File: config.mk
export PLATFORM = sky130hd
export DESIGN_NAME = alu_issue_sequencer
export DESIGN_NICKNAME = d
export VERILOG_FILES = /design/src/rtl/alu_issue_sequencer.sv
export SDC_FILE = /design/constraint.sdc
export NUM_CORES = 1
export LEC_CHECK = 0
export CAP_MARGIN = 40
export CORE_AREA = 4 4 110 112
export DETAILED_ROUTE_END_ITERATION = 12
export DIE_AREA = 0 0 114 116
export DONT_BUFFER_PORTS = 1
export PLACE_DENSITY = 0.53
export SLEW_MARGIN = 40
export SYNTH_ARGS = -nofsm -noshare
export SYNTH_HDL_FRONTEND = slang
export SYNTH_SLANG_ARGS = --single-unit
File: constraint.sdc
create_clock -name clk -period 3.3 [get_ports clk]
set_input_delay 0.495 -clock clk [delete_from_list [all_inputs] [get_ports clk]]
set_output_delay 0.495 -clock clk [all_outputs]
set_load 0.005 [all_outputs]
File: src/rtl/alu_issue_sequencer.sv
// Issue sequencer in front of the 32-bit ALU: accepts an instruction word, reads the operands,
// drives the ALU for one cycle, then writes the result back or resolves the branch.
module alu_issue_sequencer #(
   parameter int DATA_W  = 32,
   parameter int RADDR_W = 5
) (
   input  logic               clk,
   input  logic               reset,
   input  logic               instr_valid,
   output logic               instr_ready,
   input  logic [31:0]        instr,
   output logic [RADDR_W-1:0] rf_raddr1,
   output logic [RADDR_W-1:0] rf_raddr2,
   input  logic [DATA_W-1:0]  rf_rdata1,
   input  logic [DATA_W-1:0]  rf_rdata2,
   output logic               rf_we,
   output logic [RADDR_W-1:0] rf_waddr,
   output logic [DATA_W-1:0]  rf_wdata,
   output logic [DATA_W-1:0]  alu_inp1,
   output logic [DATA_W-1:0]  alu_inp2,
   output logic [3:0]         alu_operation,
   input  logic [DATA_W-1:0]  alu_out,
   input  logic               alu_zero,
   input  logic               alu_sign,
   output logic [1:0]         flags_q,
   output logic               branch_taken,
   output logic [DATA_W-1:0]  branch_offset,
   output logic               illegal,
   output logic               done
);

   typedef enum logic [2:0] {S_IDLE, S_RD, S_EX, S_WB, S_ILL} state_t;

   localparam logic [1:0] CLS_RR  = 2'b00;
   localparam logic [1:0] CLS_RI  = 2'b01;
   localparam logic [1:0] CLS_BR  = 2'b10;
   localparam logic [3:0] OP_LTZ  = 4'd7;
   localparam logic [3:0] OP_EQZ  = 4'd8;
   localparam logic [3:0] OP_SUB  = 4'd10;
   localparam logic [3:0] OP_IDLE = 4'b1111;

   state_t state, nstate;

   logic [1:0]               cls_p0;
   logic [3:0]               op_p0;
   logic [RADDR_W-1:0]       rs_p0;
   logic [15:0]              imm_p0;
   logic signed [DATA_W-1:0] res_p2;
   logic                     zero_p2;
   logic                     sign_p2;
   logic                     accept;

   function automatic logic signed [DATA_W-1:0] sext16(input logic [15:0] imm);
      return {{(DATA_W-16){imm[15]}}, imm};
   endfunction

   function automatic logic is_legal(input logic [31:0] w);
      logic [1:0] cls;
      logic [3:0] op;
      cls = w[31:30];
      op  = w[29:26];
      if (cls == 2'b11 || op > 4'd11)
         return 1'b0;
      if (cls == CLS_BR)
         return (op == OP_LTZ) || (op == OP_EQZ);
      return 1'b1;
   endfunction

   assign accept = (state == S_IDLE) && instr_valid;

   always_ff @(posedge clk or posedge reset) begin
      if (reset)
         state <= S_IDLE;
      else
         state <= nstate;
   end

   always_comb begin
      nstate = state;
      case (state)
         S_IDLE:  if (accept) nstate = is_legal(instr) ? S_RD : S_ILL;
         S_RD:    nstate = S_EX;
         S_EX:    nstate = S_WB;
         S_WB:    nstate = S_IDLE;
         S_ILL:   nstate = S_IDLE;
         default: nstate = S_IDLE;
      endcase
   end

   // Read addresses are registered at accept so RF data lands during EX; flags commit at end of WB.
   always_ff @(posedge clk or posedge reset) begin
      if (reset) begin
         rf_raddr1 <= '0;
         rf_raddr2 <= '0;
         flags_q   <= 2'b00;
      end else begin
         if (accept) begin
            rf_raddr1 <= instr[25:21];
            rf_raddr2 <= instr[20:16];
         end
         if (state == S_WB && op_p0 != OP_SUB)
            flags_q <= {zero_p2, sign_p2};
      end
   end

   // stage p0: decoded fields latched at accept
   always_ff @(posedge clk) begin
      if (accept) begin
         cls_p0 <= instr[31:30];
         op_p0  <= instr[29:26];
         rs_p0  <= instr[25:21];
         imm_p0 <= instr[15:0];
      end
   end

   // stage p2: ALU result and flags captured at the end of EX
   always_ff @(posedge clk) begin
      if (state == S_EX) begin
         res_p2  <= alu_out;
         zero_p2 <= alu_zero;
         sign_p2 <= alu_sign;
      end
   end

   always_comb begin
      instr_ready   = 1'b0;
      rf_we         = 1'b0;
      rf_waddr      = '0;
      rf_wdata      = '0;
      alu_inp1      = '0;
      alu_inp2      = '0;
      alu_operation = OP_IDLE;
      branch_taken  = 1'b0;
      branch_offset = '0;
      illegal       = 1'b0;
      done          = 1'b0;
      case (state)
         S_IDLE: instr_ready = 1'b1;
         S_EX: begin
            alu_inp1      = rf_rdata1;
            alu_inp2      = (cls_p0 == CLS_RI) ? sext16(imm_p0) : rf_rdata2;
            alu_operation = op_p0;
         end
         S_WB: begin
            done     = 1'b1;
            rf_we    = (cls_p0 == CLS_RR || cls_p0 == CLS_RI) && (rs_p0 != '0);
            rf_waddr = rs_p0;
            rf_wdata = res_p2;
            if (cls_p0 == CLS_BR) begin
               branch_taken  = (op_p0 == OP_LTZ) ? sign_p2 : zero_p2;
               branch_offset = branch_taken ? sext16(imm_p0) : '0;
            end
         end
         S_ILL: begin
            illegal = 1'b1;
            done    = 1'b1;
         end
         default: ;
      endcase
   end

endmodule

Yosys cells after proc, flatten, opt, wreduce, memory -nomap -nowiden

Index checks and enable logic that the tools add are counted.

Magnitude comparators: 1
Reductions and logical operators: 10
Eq/ne operators: 13
Muxes and demuxes: 32

Operator list:

| cell                                                 | number |
|---|---|
| 2-to-1 mux 32 bit                                    | 7 |
| 2-to-1 mux 1 bit                                     | 20 |
| case mux 3 bit (3 select lines)                      | 1 |
| == test 4 x 3 -> 1 bit, second input constant        | 2 |
| == test 2 bit, second input constant                 | 3 |
| == test 3 x 2 -> 1 bit, second input constant        | 2 |
| 2-to-1 mux 3 bit                                     | 2 |
| 2-to-1 mux 5 bit                                     | 1 |
| nonzero test 5 bit                                   | 1 |
| == test 4 bit, second input constant                 | 1 |
| greater-than comparator 4 bit, second input constant | 1 |
| 2-to-1 mux 4 bit                                     | 1 |
| inequality test 4 bit, second input constant         | 1 |
| == test 3 x 1 -> 1 bit, second input constant        | 1 |
| == test 3 bit, second input constant                 | 1 |
| logical AND 1 bit                                    | 3 |
| zero test 3 bit                                      | 1 |
| logical OR 1 bit                                     | 3 |
| == test 2 x 1 -> 1 bit, second input constant        | 1 |
| zero test 2 bit                                      | 1 |
| inequality test 2 bit, second input constant         | 1 |
| OR reduction 2 bit                                   | 1 |

Input bits: 133
Word-level logic and storage cells: 67
Output and inout port bits: 154
Flip-flop bits (word level): 76

Depth between registers and ports, before layout

Word-level depth: 15
Gate-level depth with buffers: 5
Mapped depth without buffers: 4

Least setup slack after synthesis

No wires, ideal clock.

Path type: reg-to-output
Start point: register op_p0[3]
End point: output port branch_offset[16]
Setup slack: 594 ps
Buffers on the path: 1
Stages on the path, launching flop included: 5
Arrival: 2,211 ps
Required time: 2,805 ps
Cell sequence: edfxtp_1 nand4b_1 mux2i_4 nor3b_1 buf_4

Cells in the longest elaborated chain, start to end: 5

RTL lines:

| what                   | line | RTL |
|---|---|---|
| start, declared        | 45   | `logic [3:0] op_p0;` |
| start signal, assigned | 110  | `op_p0 <= instr[29:26];` |
| == test 4 x 3 -> 1 bit | 150  | `branch_taken = (op_p0 == OP_LTZ) ? sign_p2 : zero_p2;` |
| 2-to-1 mux 1 bit       | 150  |  |
| 2-to-1 mux 32 bit      | 151  | `branch_offset = branch_taken ? sext16(imm_p0) : '0;` |
| 2-to-1 mux 32 bit      | 149  | `if (cls_p0 == CLS_BR) begin` |
| 2-to-1 mux 32 bit      | 137  | `case (state)` |
| end, declared          | 27   | `output logic [DATA_W-1:0] branch_offset,` |

No other way between the ends.

Worst setup path in the final report

Start point: register state[2]
End point: output port branch_offset[15]

Cells in the longest elaborated chain, start to end: 2

RTL lines:

| what                   | line | RTL |
|---|---|---|
| start, declared        | 42   | `state_t state, nstate;` |
| start signal, assigned | 75   | `state <= nstate;` |
| == test 3 x 2 -> 1 bit | 137  |  |
| 2-to-1 mux 32 bit      | 137  |  |

No other way between the ends.

==> summary.txt <==
outcome: finished clean
GP Congestion: 0.733
Slew Limit Fails: 0
initial antenna violation count: 0
Crit. End Element: primary output
postcts setup bufs: 0
Yosys cell types: 39
PnR worst setup slack: 0.606 ns
max_slew headroom: 53.3%
Core ar.: 11200 sq um
Gate power share: 29.0%
Final Hold Vio Count: 0
critical path type: register to primary output
crit-path max FO: 41
Post-Synthesis Cell Area: 3820 sq um
Clock Skew: 0.00696 ns
Setup TNS: 0 ns
DR WL/cell: 23.1 um
grt ovf: 0
Tightest Pin Transition: 0.699 ns
startpoint types: register
max cap viols: 0
fmax: 371 MHz
final core occ: 36.6%
DR iter-0 viols: 113
post-route ant nets: 0
Syn Area/Cell: 11.8 sq um
row count: 39
port bufs: 0
r2r worst-path depth: 4
Worst EP arrival: 2.20 ns
Detailed Route WL: 10500 um
Starting Density: 34.1%
post-DP HPWL: 8150 um
IO Pins: 287
Pwr Total: 3530 uW
Synthesized Nets: 456
Worst Hold Class: input port to asynchronous set/reset pin
CTS sink count: 76
vias in the first global route: 2429
Switch Pwr: 1240 uW
switch share: 35.1%
total global-route track usage: 14.8%
Max Buffers Root-to-Sink: 2
global-route wire length before repair: 14400 um
P&R area growth vs syn: 7.53%
share of layout cells above drive strength 1: 18.1%
CP Data Required Time: 2.80 ns
sequential share of the synthesized area: 57.7%
crit share post-route: 81.7%
Gates resized, CTS repair: 0
cell-internal power: 2290 uW
reg2reg end: res_p2[21]$_DFFE_PN_
DRT Pass-1 Iters: 4
R2R Setup Slk: 1.34 ns
via count: 2290
synth warn: 0
Lkg Pwr: 0.00151 uW
DR DRC count: 0
cells after synthesis: 323
nets: 438
Ant. Diodes: 0
H-tree depth: 3
post-DR vias/cell: 5.06
CTS tree: built
clk slew on worst S/H paths: 0.07 ns
fillers: 1105
die area: 13200 sq um
dpl ws: 0.915 ns
Final min period: 2.69 ns
largest net degree at the start of global routing: 52
Synth Register Bits: 76
Num CTS Buffers: 9
worst r2r src: state[0]$_DFFE_PP0P_
Post-CTS Hold Fix Bufs: 0
Setup-failing EPs final: 0
clock power share: 27.2%
clk_lat worst skew: 0.33 ns
Clock Tree Root: clkbuf_16
pwr dens: 860 nW/um^2
Seq pwr share: 43.7%
Peak VDD IR: 0.366 mV
RSZ-0062 raised after global routing: false
die height: 116 um
Die Wd: 114 um
==> placed cells by master, fill, tap and decap left out, types with 5 or more instances in the layout <==
master | Yosys | layout
and2_1 | 69 | 69
edfxtp_1 | 61 | 61
nand2_1 | 47 | 47
a21oi_1 | 33 | 33
dfrtp_1 | 15 | 15
nor3b_2 | 9 | 10
clkbuf_16 | 0 | 9
mux2_4 | 8 | 8
nor3b_1 | 9 | 8
buf_4 | 17 | 6
nand2b_1 | 5 | 5
==> area by class of cell <==
class                   count  area (sq um)  area share (%)
well taps                 143           179            4.35
multi-input cells         209          1370            33.4
repair buffers              6          45.0            1.10
clock inverters             7          68.8            1.67
clock buffers               9           225            5.48
flip-flops and latches     76          2210            53.7
inverters                   3          11.3           0.274
==> registers in the layout, summed over array words and instances, names as in the netlist <==
register   count
zero_p2        1
cls_p0         2
op_p0          4
rs_p0          5
flags_q        2
state          3
rf_raddr2      5
sign_p2        1
imm_p0        16
rf_raddr1      5
res_p2        32
==> worst max-delay path, cell delays in order, from the launching register on <==
cell and delay [ns]:
dfrtp_1 0.43, and3b_4 0.59, nand3b_4 0.30, nor3b_2 0.24, buf_4 0.29
==> layer usage <==
layer	vias up	wire length (um)	GRT usage [%]
met3	10	1210	6.27
li1	1053	-	-
met4	0	143	5.07
met1	1058	3510	15.6
met2	169	5600	26.7
met5	-	0	0
==> power groups by stage <==
| stage | Combinational (uW) | Clock, uW | Sequential, uW |
|---|---|---|---|
| floorplan | 870 | 0 | 1510 |
| global placement | 1050 | 0 | 1560 |
| detailed placement | 1060 | 0 | 1570 |
| CTS | 1060 | 998 | 1550 |
| global route | 1150 | 1030 | 1580 |
| finish | 1030 | 963 | 1550 |
==> Yosys cell counts, drive strengths merged <==
cell / number / area (sq um)
and2: 70 / 440
edfxtp: 61 / 1830
nand2: 49 / 189
a21oi: 33 / 165
buf: 28 / 205
nor3b: 18 / 180
dfrtp: 15 / 375
mux2: 12 / 165
clkbuf: 7 / 30.0
nand2b: 5 / 31.3
nor2: 4 / 17.5
inv: 3 / 11.3
and3b: 2 / 21.3
nand3: 2 / 10.0
nor2b: 2 / 20.0
and4b: 1 / 10.0
and4bb: 1 / 12.5
mux2i: 1 / 22.5
nand3b: 1 / 20.0
nand4b: 1 / 8.76
nor3: 1 / 10.0
nor4b: 1 / 8.76
o2111ai: 1 / 8.76
o21ai: 1 / 5.00
or2: 1 / 6.26
or4: 1 / 7.51
xnor2: 1 / 8.76
==> logic make-up after synthesis <==
| logic type | Yosys count | synth area share [%] |
|---|---|---|
| flip-flops | 76 | 57.7 |
| XOR/XNOR | 1 | 0.229 |
| AND/OR/NAND/NOR | 160 | 26.0 |
| AO/OA/AOI/OAI | 35 | 4.68 |
| buffers and inverters | 38 | 6.45 |
| multiplexers | 13 | 4.91 |
==> how the worst max path moves through the flow <==
stage                          from           endpoint  slack (ns)  cells past startpoint
2_1_floorplan    op_p0[3]$_DFFE_PP_  branch_offset[16]        0.59                      4
3_3_place_gp   state[2]$_DFFE_PP0P_  branch_offset[15]        0.98                      4
3_5_place_dp   state[2]$_DFFE_PP0P_  branch_offset[15]        0.91                      4
4_1_cts        state[2]$_DFFE_PP0P_  branch_offset[15]        0.54                      4
5_1_grt        state[2]$_DFFE_PP0P_  branch_offset[15]        0.38                      4
6_report       state[2]$_DFFE_PP0P_  branch_offset[15]        0.61                      4
==> metrics by stage <==
stage	cell area, sq um	hold slack [ns]	std cells
after floorplan	3820	0.396	323
after global placement	3820	0.497	437
after detailed placement	3820	0.517	437
after CTS	4110	0.142	453
after global routing	4110	0.178	453
final	4110	0.123	453
(Power assumes the default switching activity.)
